--- src/rtl/cpu_player.sv ---
// cpu_player: computer opponent issuing LFSR-gated one-cycle button presses with cooldown.
//   clk        : system clock
//   Reset      : synchronous active-high reset
//   enable     : 1 = CPU player active
//   gameOver   : blocks new presses while high
//   difficulty : press threshold, a press fires when lfsr < difficulty on a tick
//   cpuButton  : one-cycle press pulse
//   pressCount : saturating count of presses since Reset
module cpu_player #(
    parameter int                LFSR_W   = 10,
    parameter logic [LFSR_W-1:0] SEED     = 10'h001,
    parameter int                TICK_DIV = 4,
    parameter int                COOLDOWN = 3
) (
    input  logic              clk,
    input  logic              Reset,
    input  logic              enable,
    input  logic              gameOver,
    input  logic [LFSR_W-1:0] difficulty,
    output logic              cpuButton,
    output logic [7:0]        pressCount
);
    localparam int TW = $clog2(TICK_DIV);
    localparam int CW = COOLDOWN > 1 ? $clog2(COOLDOWN) : 1;
    typedef enum logic [1:0] {READY, PRESS, COOL} state_t;
    state_t            state_q, state_d;
    logic [LFSR_W-1:0] lfsr_q, lfsr_d;
    logic [TW-1:0]     tick_q, tick_d;
    logic [CW-1:0]     cool_q, cool_d;
    logic [7:0]        cnt_q, cnt_d;
    logic              tick;
    always_comb begin
        // taps at bits 9 and 6 realise x^10+x^7+1
        lfsr_d  = {lfsr_q[LFSR_W-2:0], lfsr_q[LFSR_W-1] ^ lfsr_q[LFSR_W-4]};
        tick    = tick_q == TW'(TICK_DIV - 1);
        tick_d  = tick ? '0 : tick_q + 1'b1;
        state_d = state_q;
        cool_d  = cool_q;
        cnt_d   = (state_q == PRESS && cnt_q != 8'hFF) ? cnt_q + 8'd1 : cnt_q;
        case (state_q)
            READY: state_d = (tick && enable && !gameOver && lfsr_q < difficulty) ? PRESS : READY;
            PRESS: begin
                state_d = COOL;
                cool_d  = CW'(COOLDOWN - 1);
            end
            COOL: begin
                state_d = cool_q == '0 ? READY : COOL;
                cool_d  = cool_q == '0 ? cool_q : cool_q - 1'b1;
            end
            default: state_d = READY;
        endcase
    end
    always_ff @(posedge clk) begin
        if (Reset) begin
            state_q <= READY;
            lfsr_q  <= SEED;
            tick_q  <= '0;
            cool_q  <= '0;
            cnt_q   <= '0;
        end else begin
            state_q <= state_d;
            lfsr_q  <= lfsr_d;
            tick_q  <= tick_d;
            cool_q  <= cool_d;
            cnt_q   <= cnt_d;
        end
    end
    assign cpuButton  = state_q == PRESS;
    assign pressCount = cnt_q;
endmodule

--- config.mk ---
export PLATFORM = sky130hd
export DESIGN_NAME = cpu_player
export DESIGN_NICKNAME = d
export VERILOG_FILES = /design/src/rtl/cpu_player.sv
export SDC_FILE = /design/constraint.sdc
export NUM_CORES = 1
export LEC_CHECK = 0
export BUFFER_PORTS_ARGS = -buffer_cell sky130_fd_sc_hd__buf_2
export CORE_ASPECT_RATIO = 0.9
export CORE_MARGIN = 10
export CORE_UTILIZATION = 57
export DETAILED_ROUTE_END_ITERATION = 8
export PLACE_DENSITY = 0.82
export SYNTH_ARGS = -nofsm -noshare
export SYNTH_HDL_FRONTEND = slang
export SYNTH_SLANG_ARGS = --single-unit
--- constraint.sdc ---
create_clock -name clk -period 3.7 [get_ports clk]
set_input_delay 0 -clock clk [delete_from_list [all_inputs] [get_ports clk]]
set_output_delay 0 -clock clk [all_outputs]
set_load 0.01 [all_outputs]
==> insert_results.sql <==
INSERT INTO impl_metrics (metric_group, metric, value, unit) VALUES
('status', 'run_status', 'finished, final reports clean', ''),
('clocking', 'cts_hold_repair.buffers', '0', ''),
('grt', 'largest_net_degree_at_the_start_of_global_routing', '25', ''),
('clocking', 'clk_pin_slew_worst_paths', '0.13', 'ns'),
('critical_path', 'worst_ep_required_time', '3.91', 'ns'),
('clocking', 'clkLatencyLatePin', '0.31', 'ns'),
('pwr', 'irDropWorstVdd', '0.366', 'mV'),
('sta', 'fmax', '666', 'MHz'),
('placement', 'port-buffer-count', '22', ''),
('layout', 'synthToLayoutAreaGrowth', '14.9', '%'),
('synthesis', 'yosysWarnings', '0', ''),
('pwr', 'power.clock.fraction', '31.4', '%'),
('sta', 'final_period_minus_worst_setup_slack', '1.50', 'ns'),
('run', 'cap_violations', '0', ''),
('synthesis', 'synth_area_per_cell', '9.21', 'um2'),
('critical_path', 'worst-setup-path-type', 'flop to flop', ''),
('drt', 'detail-route-antenna-nets', '0', ''),
('pwr', 'sw_frac_of_total', '22.0', '%'),
('clocking', 'ctsRootBufferMaster', 'sky130_fd_sc_hd__clkbuf_4', ''),
('placement', 'gp_congestion', '0.786', ''),
('sta', 'worst_slew_margin_rel', '72.6', '%'),
('drt', 'detailedRoute.firstPassIterationCount', '4', ''),
('sta', 'tightest_slew', '0.412', 'ns'),
('floorplanning', 'row_count', '15', ''),
('critical_path', 'worst-endpoint-arrival', '1.71', 'ns'),
('grt', 'first_global_vias', '940', ''),
('drt', 'total_vias_in_the_final_route', '943', ''),
('clocking', 'cts_buffers', '3', ''),
('layout', 'num_antenna_cells', '0', ''),
('synthesis', 'synth.net_count', '150', ''),
('floorplanning', 'floorplan.die_area', '0.00420', 'mm2'),
('clocking', 'post-cts-setup-buffers', '0', ''),
('drt', 'vias_per_cell', '5.45', ''),
('layout', 'layout-drive-gt1-share', '20.9', '%'),
('clocking', 'cts.sinks', '24', ''),
('synthesis', 'synth_enable_flop_cells', '0', ''),
('synthesis', 'postSynthRegisterBits', '24', ''),
('synthesis', 'async_flop_share', '0', '%'),
('critical_path', 'timing.critical_path.to_type', 'flop', ''),
('layout', 'multi_input_logic_area', '606', 'um2'),
('synthesis', 'synth_top_flop_cell', 'sky130_fd_sc_hd__dfxtp_1', ''),
('critical_path', 'capturing_point_of_the_worst_reg2reg_path', 'pressCount[1]', ''),
('sta', 'hold_violations', '0', ''),
('grt', 'grt_pass1_wl', '3980', 'um'),
('clocking', 'ctsHtreeMaxLevel', '1', ''),
('floorplanning', 'core_region_area', '0.00191', 'mm2'),
('pwr', 'static-leakage-power', '0.620', 'nW'),
('sta', 'report.final.slew_viol_count', '0', ''),
('floorplanning', 'floorplan.initialDensity', '59.7', '%'),
('pwr', 'seq_power_share', '61.3', '%'),
('pwr', 'p_int', '0.340', 'mW'),
('min_path', 'min_to', 'pressCount[1]', ''),
('min_path', 'timing.hold.worst.start', 'Reset', ''),
('critical_path', 'worstSetupStartpointType', 'flop', ''),
('clocking', 'cts.repair.resized', '0', ''),
('pwr', 'power_switching', '0.0960', 'mW'),
('min_path', 'whs_path_depth', '2', ''),
('drt', 'drt_drc_violations_left', '0', ''),
('sta', 'final.setup.tns', '0', 'ns'),
('synthesis', 'synth-seq-area-share', '42.1', '%'),
('critical_path', 'worst-path-max-fanout', '5', ''),
('sta', 'grt_setup_unrepaired', 'no', ''),
('synthesis', 'synthesis.instances', '124', ''),
('sta', 'timing.final.setup_violations', '0', ''),
('drt', 'drt_first_iter_violations', '38', ''),
('critical_path', 'ff2ff_path_depth', '5', ''),
('sta', 'final.setup_skew', '0.00197', 'ns'),
('critical_path', 'r2r_setup_slack', '2.20', 'ns'),
('floorplanning', 'io_pins', '23', ''),
('grt', 'gr-usage-all-layers', '11.9', '%'),
('min_path', 'min-delay-path-class', 'input pin to flop', '');
==> per-layer routing <==
layer | up-vias | routed length [um] | GRT usage (%)
li1 | 484 | - | -
met1 | 440 | 1000 | 12.5
met2 | 14 | 1190 | 20.7
met3 | 5 | 114 | 5.02
met4 | 0 | 22 | 3.08
met5 | - | 0 | 0
==> synth_stat cells (2+ instances only) <==
library cell               count  share of area (%)
sky130_fd_sc_hd__xor2_1        2                1.5
sky130_fd_sc_hd__dfxtp_1      24                 42
sky130_fd_sc_hd__clkbuf_1      2               0.66
sky130_fd_sc_hd__o21ai_1       2               0.88
sky130_fd_sc_hd__a211oi_1      2                1.3
sky130_fd_sc_hd__ha_1         12                 13
sky130_fd_sc_hd__a31oi_1       2                1.1
sky130_fd_sc_hd__nor2b_1      11                6.0
sky130_fd_sc_hd__nor2_1        7                2.3
sky130_fd_sc_hd__nor3_1        6                2.6
sky130_fd_sc_hd__inv_1        12                3.9
sky130_fd_sc_hd__nand3_1       4                1.8
sky130_fd_sc_hd__a21oi_1       7                3.1
sky130_fd_sc_hd__nand2_1       7                2.3
sky130_fd_sc_hd__nand2b_1      2                1.1
sky130_fd_sc_hd__nand4_1       2                1.1
==> kinds of logic after synthesis <==
logic type | Yosys count | synth area share, %
buffers and inverters | 15 | 4.93
muxes | 2 | 1.86
DFF | 24 | 42.1
adders and majority gates | 12 | 13.1
and+or+nand+nor | 47 | 22.9
xor gates and xnor gates | 3 | 2.30
AOI/OAI and AO/OA | 21 | 12.8
==> placed cells by master (no fill, tap or decap), types with 2 or more instances in the layout <==
master                     instances
sky130_fd_sc_hd__a31oi_1           2
sky130_fd_sc_hd__clkbuf_4          3
sky130_fd_sc_hd__nor2_1            7
sky130_fd_sc_hd__ha_1             12
sky130_fd_sc_hd__buf_2            22
sky130_fd_sc_hd__a211oi_1          2
sky130_fd_sc_hd__xor2_1            2
sky130_fd_sc_hd__nand2b_1          2
sky130_fd_sc_hd__nand4_1           2
sky130_fd_sc_hd__nand2_1           7
sky130_fd_sc_hd__a21oi_1           7
sky130_fd_sc_hd__o21ai_1           2
sky130_fd_sc_hd__dfxtp_1          24
sky130_fd_sc_hd__nor2b_1          11
sky130_fd_sc_hd__inv_1            12
sky130_fd_sc_hd__nand3_1           4
sky130_fd_sc_hd__nor3_1            6
==> metrics by stage <==
step	power (mW)	area, um2	setup slack [ns]	hold slack (ns)	instances
6_report	0.436	1310	2.20	0.0829	173
5_1_grt	0.457	1310	2.07	0.0824	173
4_1_cts	0.441	1310	2.20	0.0875	173
3_5_place_dp	0.305	1280	2.21	0.422	169
3_3_place_gp	0.301	1280	2.30	0.409	169
2_1_floorplan	0.291	1140	2.31	0.0716	124
==> worst max-delay path, stage by stage, from the launching register on <==
cell and delay, ns:
sky130_fd_sc_hd__dfxtp_1 0.41, sky130_fd_sc_hd__ha_1 0.26, sky130_fd_sc_hd__nand4_1 0.21, sky130_fd_sc_hd__o21ai_2 0.25, sky130_fd_sc_hd__mux2i_1 0.21, sky130_fd_sc_hd__nor2_1 0.05
==> power by group through the flow <==
| stage | sequential [mW] | combinational (mW) | clock, mW |
|---|---|---|---|
| floorplan | 0.272 | 0.0195 | 0 |
| global placement | 0.273 | 0.0288 | 0 |
| detailed placement | 0.273 | 0.0317 | 0 |
| CTS | 0.267 | 0.0320 | 0.142 |
| global route | 0.268 | 0.0368 | 0.152 |
| finish | 0.267 | 0.0314 | 0.137 |
==> flip-flops by register name, summed over array words and instances, names as in the netlist <==
signal,count
lfsr_q,10
cool_q,2
state_q,2
tick_q,2
pressCount,8
==> worst max path at each step <==
stage                    endpoint          start  slack, ns
floorplan           pressCount[1]  pressCount[0]       2.31
detailed placement  pressCount[1]  pressCount[0]       2.21
global route        pressCount[1]  pressCount[0]       2.07
CTS                 pressCount[1]  pressCount[0]       2.20
finish              pressCount[1]  pressCount[0]       2.20
global placement    pressCount[1]  pressCount[0]       2.30
==> final cells by class <==
type                       instances  area share [%]
clock buffer                       4            2.76
multi-input combinational         85            46.1
inverter                          13            3.72
tap                               25            2.38
timing repair buffer              22            8.39
sequential                        24            36.6
(Power assumes the default switching activity.)
